==> config.mk <==
export PLATFORM = sky130hd
export DESIGN_NAME = line_cmd_arbiter
export DESIGN_NICKNAME = d
export VERILOG_FILES = /design/src/rtl/line_cmd_arbiter.sv
export SDC_FILE = /design/constraint.sdc
export NUM_CORES = 1
export LEC_CHECK = 0
export ABC_AREA = 0
export CAP_MARGIN = 10
export CORE_ASPECT_RATIO = 1.5
export CORE_MARGIN = 3
export CORE_UTILIZATION = 35
export DETAILED_ROUTE_END_ITERATION = 10
export MAX_ROUTING_LAYER = met4
export PLACE_DENSITY = 0.75
export SLEW_MARGIN = 40
export SYNTH_ARGS = -nofsm -noshare
export SYNTH_HDL_FRONTEND = slang
export SYNTH_SLANG_ARGS = --single-unit
==> constraint.sdc <==
create_clock -name clk -period 3.32 [get_ports clk]
set_input_delay 0.996 -clock clk [delete_from_list [all_inputs] [get_ports clk]]
set_output_delay 0.996 -clock clk [all_outputs]
set_load 0.05 [all_outputs]
==> src/rtl/line_cmd_arbiter.sv <==
// Round-robin arbiter that shares one line rasterizer between NUM_REQ command sources,
// with a WAIT-state watchdog and a zero-length shortcut that bypasses the rasterizer.

module line_cmd_arbiter_chk #(
  parameter int NUM_REQ = 4
) (
  input logic               clk,
  input logic               reset,
  input logic [NUM_REQ-1:0] req_ready,
  input logic               ras_draw,
  input logic               cmd_done,
  input logic               cmd_timeout
);

  a_ready_onehot: assert property (@(posedge clk) disable iff (reset) $onehot0(req_ready));
  a_draw_pulse:   assert property (@(posedge clk) disable iff (reset) ras_draw |=> !ras_draw);
  a_done_pulse:   assert property (@(posedge clk) disable iff (reset) cmd_done |=> !cmd_done);
  a_timeout_done: assert property (@(posedge clk) disable iff (reset) cmd_timeout |-> cmd_done);

endmodule

module line_cmd_arbiter #(
  parameter  int NUM_REQ = 4,
  parameter  int CW      = 10,
  parameter  int TIMEOUT = 2048,
  localparam int IW      = (NUM_REQ > 1) ? $clog2(NUM_REQ) : 1,
  localparam int TW      = $clog2(TIMEOUT + 1)
) (
  input  logic                  clk,
  input  logic                  reset,
  input  logic [NUM_REQ-1:0]    req_valid,
  output logic [NUM_REQ-1:0]    req_ready,
  input  logic [NUM_REQ*CW-1:0] req_x1,
  input  logic [NUM_REQ*CW-1:0] req_y1,
  input  logic [NUM_REQ*CW-1:0] req_x2,
  input  logic [NUM_REQ*CW-1:0] req_y2,
  output logic                  ras_draw,
  output logic [CW-1:0]         ras_x1,
  output logic [CW-1:0]         ras_y1,
  output logic [CW-1:0]         ras_x2,
  output logic [CW-1:0]         ras_y2,
  input  logic                  ras_done,
  output logic                  cmd_done,
  output logic [IW-1:0]         cmd_done_id,
  output logic                  cmd_timeout,
  output logic                  busy
);

  typedef enum logic [1:0] {
    ST_IDLE   = 2'd0,
    ST_LAUNCH = 2'd1,
    ST_WAIT   = 2'd2,
    ST_RETIRE = 2'd3
  } state_t;

  state_t            state_r;
  state_t            state_nx_s;
  logic [IW-1:0]     rr_ptr_r;
  logic [IW-1:0]     id_r;
  logic [TW-1:0]     timer_r;
  logic [CW-1:0]     x1_r, y1_r, x2_r, y2_r;
  logic              ras_draw_r;
  logic              cmd_done_r;
  logic              cmd_timeout_r;
  logic              busy_r;

  logic              grant_vld_s;
  logic [IW-1:0]     grant_id_s;
  logic [CW-1:0]     sel_x1_s, sel_y1_s, sel_x2_s, sel_y2_s;
  logic              zero_len_s;
  logic              handshake_s;
  logic              timeout_hit_s;

  function automatic logic [IW-1:0] rr_index(input logic [IW-1:0] base, input int offset);
    int sum;
    sum = (int'(base) + offset) % NUM_REQ;
    return IW'(sum);
  endfunction

  function automatic logic [CW-1:0] coord_sel(input logic [NUM_REQ*CW-1:0] vec,
                                               input logic [IW-1:0] id);
    return vec[int'(id)*CW +: CW];
  endfunction

  // Round-robin grant: walk offsets from far to near so the closest valid requester wins.
  always_comb begin
    grant_vld_s = 1'b0;
    grant_id_s  = '0;
    for (int k = NUM_REQ - 1; k >= 0; k--) begin
      grant_id_s  = req_valid[rr_index(rr_ptr_r, k)] ? rr_index(rr_ptr_r, k) : grant_id_s;
      grant_vld_s = grant_vld_s | req_valid[rr_index(rr_ptr_r, k)];
    end
  end

  // Coordinates of the currently granted requester and the zero-length test.
  always_comb begin
    sel_x1_s   = coord_sel(req_x1, grant_id_s);
    sel_y1_s   = coord_sel(req_y1, grant_id_s);
    sel_x2_s   = coord_sel(req_x2, grant_id_s);
    sel_y2_s   = coord_sel(req_y2, grant_id_s);
    zero_len_s = (sel_x1_s == sel_x2_s) && (sel_y1_s == sel_y2_s);
  end

  // Accept strobe is combinational so the handshake completes on the grant edge.
  always_comb begin
    handshake_s = (state_r == ST_IDLE) && grant_vld_s;
    req_ready   = handshake_s ? (NUM_REQ'(1'b1) << grant_id_s) : '0;
  end

  // Next-state logic; a ras_done in the expiry cycle takes priority over the watchdog.
  always_comb begin
    state_nx_s    = state_r;
    timeout_hit_s = 1'b0;
    case (state_r)
      ST_IDLE: begin
        if (handshake_s) begin
          state_nx_s = zero_len_s ? ST_RETIRE : ST_LAUNCH;
        end else begin
          state_nx_s = ST_IDLE;
        end
      end
      ST_LAUNCH: state_nx_s = ST_WAIT;
      ST_WAIT: begin
        if (ras_done) begin
          state_nx_s = ST_RETIRE;
        end else if (timer_r == TW'(TIMEOUT - 1)) begin
          state_nx_s    = ST_RETIRE;
          timeout_hit_s = 1'b1;
        end else begin
          state_nx_s = ST_WAIT;
        end
      end
      ST_RETIRE: state_nx_s = ST_IDLE;
      default:   state_nx_s = ST_IDLE;
    endcase
  end

  // State register.
  always_ff @(posedge clk or posedge reset) begin
    if (reset) begin
      state_r <= ST_IDLE;
    end else begin
      state_r <= state_nx_s;
    end
  end

  // Command latch and round-robin pointer, both updated only on an accepted handshake.
  always_ff @(posedge clk or posedge reset) begin
    if (reset) begin
      rr_ptr_r <= '0;
      id_r     <= '0;
      x1_r     <= '0;
      y1_r     <= '0;
      x2_r     <= '0;
      y2_r     <= '0;
    end else if (handshake_s) begin
      rr_ptr_r <= rr_index(grant_id_s, 1);
      id_r     <= grant_id_s;
      x1_r     <= sel_x1_s;
      y1_r     <= sel_y1_s;
      x2_r     <= sel_x2_s;
      y2_r     <= sel_y2_s;
    end else begin
      rr_ptr_r <= rr_ptr_r;
      id_r     <= id_r;
    end
  end

  // Watchdog timer: cleared while launching, counts every WAIT cycle.
  always_ff @(posedge clk or posedge reset) begin
    if (reset) begin
      timer_r <= '0;
    end else begin
      case (state_r)
        ST_LAUNCH: timer_r <= '0;
        ST_WAIT:   timer_r <= timer_r + TW'(1);
        default:   timer_r <= timer_r;
      endcase
    end
  end

  // Registered strobes, decoded from the state being entered.
  always_ff @(posedge clk or posedge reset) begin
    if (reset) begin
      ras_draw_r    <= 1'b0;
      cmd_done_r    <= 1'b0;
      cmd_timeout_r <= 1'b0;
      busy_r        <= 1'b0;
    end else begin
      ras_draw_r    <= (state_nx_s == ST_LAUNCH);
      cmd_done_r    <= (state_nx_s == ST_RETIRE);
      cmd_timeout_r <= timeout_hit_s;
      busy_r        <= (state_nx_s != ST_IDLE);
    end
  end

  assign ras_draw    = ras_draw_r;
  assign cmd_done    = cmd_done_r;
  assign cmd_timeout = cmd_timeout_r;
  assign cmd_done_id = id_r;
  assign busy        = busy_r;
  assign ras_x1      = x1_r;
  assign ras_y1      = y1_r;
  assign ras_x2      = x2_r;
  assign ras_y2      = y2_r;

  line_cmd_arbiter_chk #(.NUM_REQ(NUM_REQ)) u_chk (
    .clk         (clk),
    .reset       (reset),
    .req_ready   (req_ready),
    .ras_draw    (ras_draw),
    .cmd_done    (cmd_done),
    .cmd_timeout (cmd_timeout)
  );

endmodule

==> results of run 1 <==
layout make-up:
type | count | area [um2] | area share (%)
sequential | 62 | 1550 | 20.2
clock buffer | 10 | 239 | 3.11
multi-input combinational | 393 | 2700 | 35.1
inverter | 10 | 50.0 | 0.651
tap | 150 | 188 | 2.44
clock inverter | 6 | 85.1 | 1.11
timing repair buffer | 284 | 2870 | 37.4
how the worst min path moves through the flow:
stage,startpoint,slack [ns],end
floorplan,timer_r[0]$_DFFE_PP0P_,0.48,timer_r[0]$_DFFE_PP0P_
global placement,ras_x1[4]$_DFFE_PP0P_,0.46,ras_x1[4]$_DFFE_PP0P_
detailed placement,ras_x2[1]$_DFFE_PP0P_,0.46,ras_x2[1]$_DFFE_PP0P_
CTS,ras_x2[1]$_DFFE_PP0P_,0.48,ras_x2[1]$_DFFE_PP0P_
global route,ras_x1[4]$_DFFE_PP0P_,0.49,ras_x1[4]$_DFFE_PP0P_
finish,ras_x2[1]$_DFFE_PP0P_,0.47,ras_x2[1]$_DFFE_PP0P_
registers in the layout, indices dropped and copies added, names as in the netlist:
signal       flops
ras_draw         1
timer_r         12
cmd_done         1
rr_ptr_r         2
cmd_done_id      2
ras_x1          10
ras_x2          10
state_r          2
ras_y1          10
busy             1
cmd_timeout      1
ras_y2          10
per-stage QoR:
stage	power [W]	area [um2]	hold WS [ns]
2_1_floorplan	0.00414	4250	0.478
3_3_place_gp	0.00565	6800	0.458
3_5_place_dp	0.00573	6800	0.465
4_1_cts	0.00709	7430	0.479
5_1_grt	0.00770	7680	0.493
6_report	0.00731	7680	0.473
power groups by stage:
stage	registers, W	logic (W)	clock network, W
after floorplan	0.00220	0.00194	0
after global placement	0.00125	0.00439	0
after detailed placement	0.00126	0.00447	0
after CTS	0.00126	0.00479	0.00104
after global routing	0.00129	0.00534	0.00107
final	0.00126	0.00503	0.00102
critical path, stage by stage:
cell	delay [ns]
buf_8	0.10
mux2i_1	0.14
nor2_1	0.08
or3_4	0.41
inv_6	0.10
buf_12	0.12
ha_4	0.11
and2_4	0.13
buf_8	0.14
logic make-up (layout without fill, tap and decap cells):
group	after synthesis	count (layout)	synth area share, %
compound gates	96	96	16.1
xor+xnor	24	24	5.02
fa+ha+maj	8	8	2.39
buf+inv	47	310	5.76
flops	62	62	37.0
mux	30	30	8.00
simple gates	235	235	25.7
routing by layer:
| metal | vias up | part of all wire, % | track usage, % |
|---|---|---|---|
| li1 | 2276 | - | - |
| met1 | 2259 | 37 | 27.3 |
| met2 | 222 | 53 | 42.8 |
| met3 | 29 | 7.6 | 5.10 |
| met4 | 0 | 2.9 | 10.8 |
| met5 | - | 0 | - |
layout by cell type, fill, tap and decap left out, types with 6 or more instances in the layout:
master             n
buf_12            10
nand2_1          145
inv_1              7
a31oi_1           17
xnor2_1            6
clkbuf_16         10
buf_4             52
and3_1            36
a211oi_1          15
clkdlybuf4s50_1  208
a31oi_2           13
nand3_1           14
dfrtp_1           62
nor2_1            10
mux2_2            28
o21ai_0           15
xor2_1            18
a211oi_2          14
repair_timing:
| action | in CTS | in global routing |
|---|---|---|
| hold buffers | 0 | 0 |
| pin swaps | 10 | 10 |
| setup buffers | 17 | 7 |
| gates cloned | 2 | 1 |
| gates resized for setup | 40 | 39 |
| endpoints found under the setup margin | 7 | 7 |
==> summary.txt, run 1 <==
Outcome
  • Status: complete, but fails checks
  • Failing checks: negative setup slack

Worst setup path
  • R2R depth: 13
  • Startpoint type of the worst setup path: primary input
  • Reg2reg setup slack: 0.28 ns
  • Crit path max fanout: 5
  • WP data required: 2.32 ns
  • CP endpoint: req_ready[1]
  • CP startpoint: req_valid[2]
  • Crit path DAT: 2.33 ns
  • RR Endpoint: ras_draw$_DFF_PP0_
  • Crit Path Class: in -> out
  • CP endpoint kind: primary output
  • Critical R2R Launch: rr_ptr_r[1]$_DFFE_PP0P_

Drt
  • Vias: 4786
  • WL/cell: around 18 um
  • DR vias/cell: 5.23
  • 1st-pass router iterations: 5
  • Initial drt markers: 175
  • Antenna Violating Nets Remaining: 0
  • DRC Markers: 0
  • Routed Wire Length: 16.5 mm

Global route
  • Largest net degree at the start of global routing: 38
  • GRT Util Overall: 24.9%
  • Initial antenna violation count: 0
  • First-pass GRT wire length: 24.8 mm
  • GR Overflow Total: 0
  • Vias in the first global route: just over 5000

STA
  • Final Skew: 0.00454 ns
  • Final Hold Viols: 0
  • RSZ-0062 raised after global routing: yes
  • Worst Max-Slew Pin Slew: 0.557 ns
  • Fin. max-slew vios: 0
  • Max transition margin: 62.8%
  • Setup TNS: -0.00322 ns
  • Final min period: between 3 and 4 ns
  • Crit share post-route: 100%
  • Final setup vio count: 1
  • Maximum operating frequency: 0.301 GHz
  • Setup WS post-layout: -0.00322 ns

Power and ir drop
  • Max rail drop VDD: ~0.00062 V
  • Power Density: 952 nW/um2
  • Int Power: 0.00390 W
  • Comb power frac: 68.8%
  • Clock Power Share: 14.0%
  • Sequential share of power: 17.2%
  • Sw Pwr: 0.00341 W
  • Leakage power: 3.25 nW
  • Sw frac: 46.6%

Synthesis
  • Synth cell count leaders: nand2_1, dfrtp_1, and3_1, a31oi_1, mux2_2
  • Asr flop ratio synth: 100%
  • Synth unique cells: 45
  • Syn Inst Count: approximately 500
  • Synth top area cells: dfrtp_1, nand2_1, mux2_2
  • EDFF count, synth: 0
  • Mean Syn Cell Area: around 8.3 um2
  • Ys flop type: dfrtp_1
  • Area of the mapped netlist: 4190 um2
  • Synth top area share: 37.0%
  • Synthesis warning total: 0
  • Sequential element share of the synthesized area: a little under two fifths
  • Top-count cell post-synth: nand2_1
  • Synth area leader: dfrtp_1
  • FF+latch count, synth: just over 60
  • Post-synthesis net count: 677

Hold path
  • Hold Path Class: reg -> reg
  • Worst hold path depth: 2

Cells and area
  • Diode count: 0
  • Finished Core Util: 66.3%
  • Fill count: 880
  • Fin cells: 915
  • Final #Nets: 935
  • Synthesis-to-layout area growth: 83.4%
  • Share of cells above drive strength 1: 23.3%

CTS
  • # H-tree levels: 3
  • Worst-path clk slew: 0.05 ns
  • Num Clock Sinks: 62
  • CTS buffer count: 9
  • Clk Latency, worst-skew pair: 0.33 ns
  • CTS root buf: clkbuf_16
  • CTS tree: built
  • CTS max path bufs: 2

Placement
  • Placed insts: roughly 880
  • Pre-CTS WS: -0.728 ns
  • Post-DP HPWL: roughly 12 mm
  • RePlAce Congestion: around 0.92
  • Port Buffers: between 200 and 250

Die
  • Die Footprint: around 13000 um2
  • Starting density of the core: 36.2%
  • Core area: 11600 um2
  • DIE WIDTH: 95.3 um
  • Die Y: 140 um
  • Cell Rows: between 40 and 50
  • Number of top-level pins: 217

Flow run
  • Max cap viols: 0
(Power assumes the default switching activity.)
==> run 2, diff against run 1 <==
- GPL_ROUTABILITY_DRIVEN: default -> 0
==> results of run 2 <==
Final layout, timing and power as in run 1 (identical DEF).
==> run 3, diff against run 2 <==
- PLACE_DENSITY: 0.75 -> 0.72
- clock period: 3.32 -> 4 ns (I/O delays scaled with it)
==> run 3 against run 2 <==
Net effect:
- the flow now finishes without violations
- sequential cell count unchanged
- global-route usage decreased by 0.90 points
- sequential share of layout area increased by 1.9 points
==> summary.txt, run 3 (same netlist as run 1, synthesis figures left out) <==
Outcome
  • Status: finished, final reports clean

Cells and area
  • Fill count: 982 (+12%)
  • Final #Nets: 907 (-3.0%)
  • Commonest cells after routing, fill and taps aside: clkdlybuf4s50_1, nand2_1, dfrtp_1
  • Share of cells above drive strength 1: 15.0% (-8.3 points)
  • Most common cell after layout, fill and taps aside: clkdlybuf4s50_1
  • Synthesis-to-layout area growth: 67.5%
  • Top reg by flops: timer_r
  • Largest register FFs: 12 (unchanged)

Global route
  • First-pass GRT wire length: 24.2 mm (-2.6%)
  • GRT Util Overall: 24.0% (-0.90 points)
  • GR Overflow Total: 0 (unchanged)
  • Initial antenna violation count: 1 (+1)
  • Vias in the first global route: 4814 (-4.2%)
  • Largest net degree at the start of global routing: 34 (-11%)

Drt
  • Max Used Layer: met4
  • DR WL met3: 925 um (-26%)
  • Routed Wire Length: 15.5 mm (-6.1%)
  • DR vias/cell: 5.20 (-0.59%)
  • 1st-pass router iterations: 4 (-1)
  • M1 wire length: 5.88 mm (-3.1%)
  • WL/cell: 17.5 um (-3.0%)
  • Vias: 4607 (-3.7%)
  • Routed wl met2: 8.27 mm (-4.6%)
  • DRC Markers: 0 (unchanged)
  • Initial drt markers: 143 (-18%)
  • Antenna Violating Nets Remaining: 0 (unchanged)

Worst setup path
  • Startpoint type of the worst setup path: primary input
  • WP data required: 2.80 ns (+0.48 ns)
  • CP endpoint kind: primary output
  • R2R depth: 13 (unchanged)
  • RR Endpoint: ras_draw$_DFF_PP0_
  • Reg2reg setup slack: 0.98 ns (+0.70 ns)
  • CP startpoint: req_valid[2]
  • Critical R2R Launch: rr_ptr_r[1]$_DFFE_PP0P_
  • Crit path DAT: 2.74 ns (+0.41 ns)
  • Crit Path Class: in -> out
  • Crit path max fanout: 5 (unchanged)

Hold path
  • Worst hold path depth: 2 (unchanged)
  • Hold Startpoint: ras_x2[4]$_DFFE_PP0P_
  • Hold Path Class: reg -> reg
  • Hold endpoint: ras_x2[4]$_DFFE_PP0P_

STA
  • Max transition margin: 61.1% (-1.6 points)
  • Final Hold Viols: 0 (unchanged)
  • Worst Max-Slew Pin Slew: 0.581 ns (+0.0244 ns)
  • Setup TNS: 0 ns (+0.00322 ns)
  • Crit share post-route: 98.5%
  • Final setup vio count: 0 (-1)
  • Maximum operating frequency: ~0.25 GHz
  • Final min period: 3.94 ns
  • Hold slack: 0.468 ns (-0.00548 ns)
  • Fin. max-slew vios: 0 (unchanged)
  • Final Skew: 0.00505 ns (+0.000506 ns)

CTS
  • CTS max path bufs: 2 (unchanged)
  • Worst-path clk slew: 0.05 ns (about the same)
  • Num Clock Sinks: 62 (unchanged)
  • # hold bufs at CTS: 0 (unchanged)
  • CTS tree: built
  • # H-tree levels: 3 (unchanged)
  • CTS root buf: clkbuf_16
  • Clk Latency, worst-skew pair: 0.33 ns (about the same)
  • CTS buffer count: 9 (unchanged)

Die
  • Starting density of the core: 36.2% (unchanged)
  • Core area: 11600 um2 (unchanged)
  • Die Y: 140 um (unchanged)
  • Number of top-level pins: 217 (unchanged)
  • DIE WIDTH: 95.3 um (unchanged)
  • Die Footprint: 13300 um2 (unchanged)
  • Cell Rows: 48 (unchanged)

Power and ir drop
  • Power Density: 772 nW/um2 (-19%)
  • Leakage power: 3.00 nW (-7.8%)
  • Final Power: 0.00542 W (-26%)
  • Max rail drop VDD: 0.000444 V (-29%)

Flow run
  • Max cap viols: 0 (unchanged)

Placement
  • Post-DP HPWL: 12.3 mm (+2.3%)
  • Port Buffers: 216 (unchanged)
==> run 3: worst max-delay path by stage <==
stage	to	slack, ns	cells past startpoint
2_1_floorplan	req_ready[0]	0.04	9
3_3_place_gp	ras_draw$_DFF_PP0_	-0.13	14
3_5_place_dp	ras_draw$_DFF_PP0_	-0.28	14
4_1_cts	req_ready[0]	0.06	8
5_1_grt	ras_draw$_DFF_PP0_	-0.08	14
6_report	req_ready[0]	0.06	8
==> run 3: final cells by class <==
type	instances	area, um2	area share, %
clock buffer	12	246	3.51
multi-input combinational	393	2440	34.8
sequential	62	1550	22.1
tap	150	188	2.67
clock inverter	2	10.0	0.143
timing repair buffer	256	2530	36.0
inverter	10	50.0	0.713
antenna	1	2.50	0.0357
==> run 3: per-stage QoR <==
step                std cells  util [%]  cell area (um2)  worst slack [ns]
detailed placement        869      57.8             6700            -0.278
finish                    886      60.5             7020            0.0583
global placement          869      57.8             6700            -0.127
floorplan                 502         -             4190            0.0402
CTS                       885      60.3             6990            0.0647
global route              886      60.5             7020           -0.0835
==> run 3: report_power, final <==
group / internal [W] / total (W) / switching [W]
registers: 0.000893 / 0.00105 / 0.000153
logic: 0.00147 / 0.00368 / 0.00221
clock network: 0.000426 / 0.000684 / 0.000258
==> run 3: repair_timing <==
| item | in CTS | in global routing |
|---|---|---|
| gates resized for setup | 12 | 4 |
| pin swaps | 1 | 0 |
| setup endpoints to repair | 4 | 1 |
| buffers inserted | 2 | 0 |
==> run 3: routing by layer <==
metal,vias to the layer above,global-route usage (%)
met5,-,-
met4,0,8.06
met3,23,4.84
met2,181,41.9
met1,2181,26.9
li1,2222,-
==> run 3: critical path, cell delays in order <==
cell and delay [ns]:
dlygate4sd2_1 0.28, buf_4 0.15, nand2b_1 0.06, a21oi_1 0.06
or3_4 0.44, ha_1 0.20, and2_2 0.19, buf_8 0.15
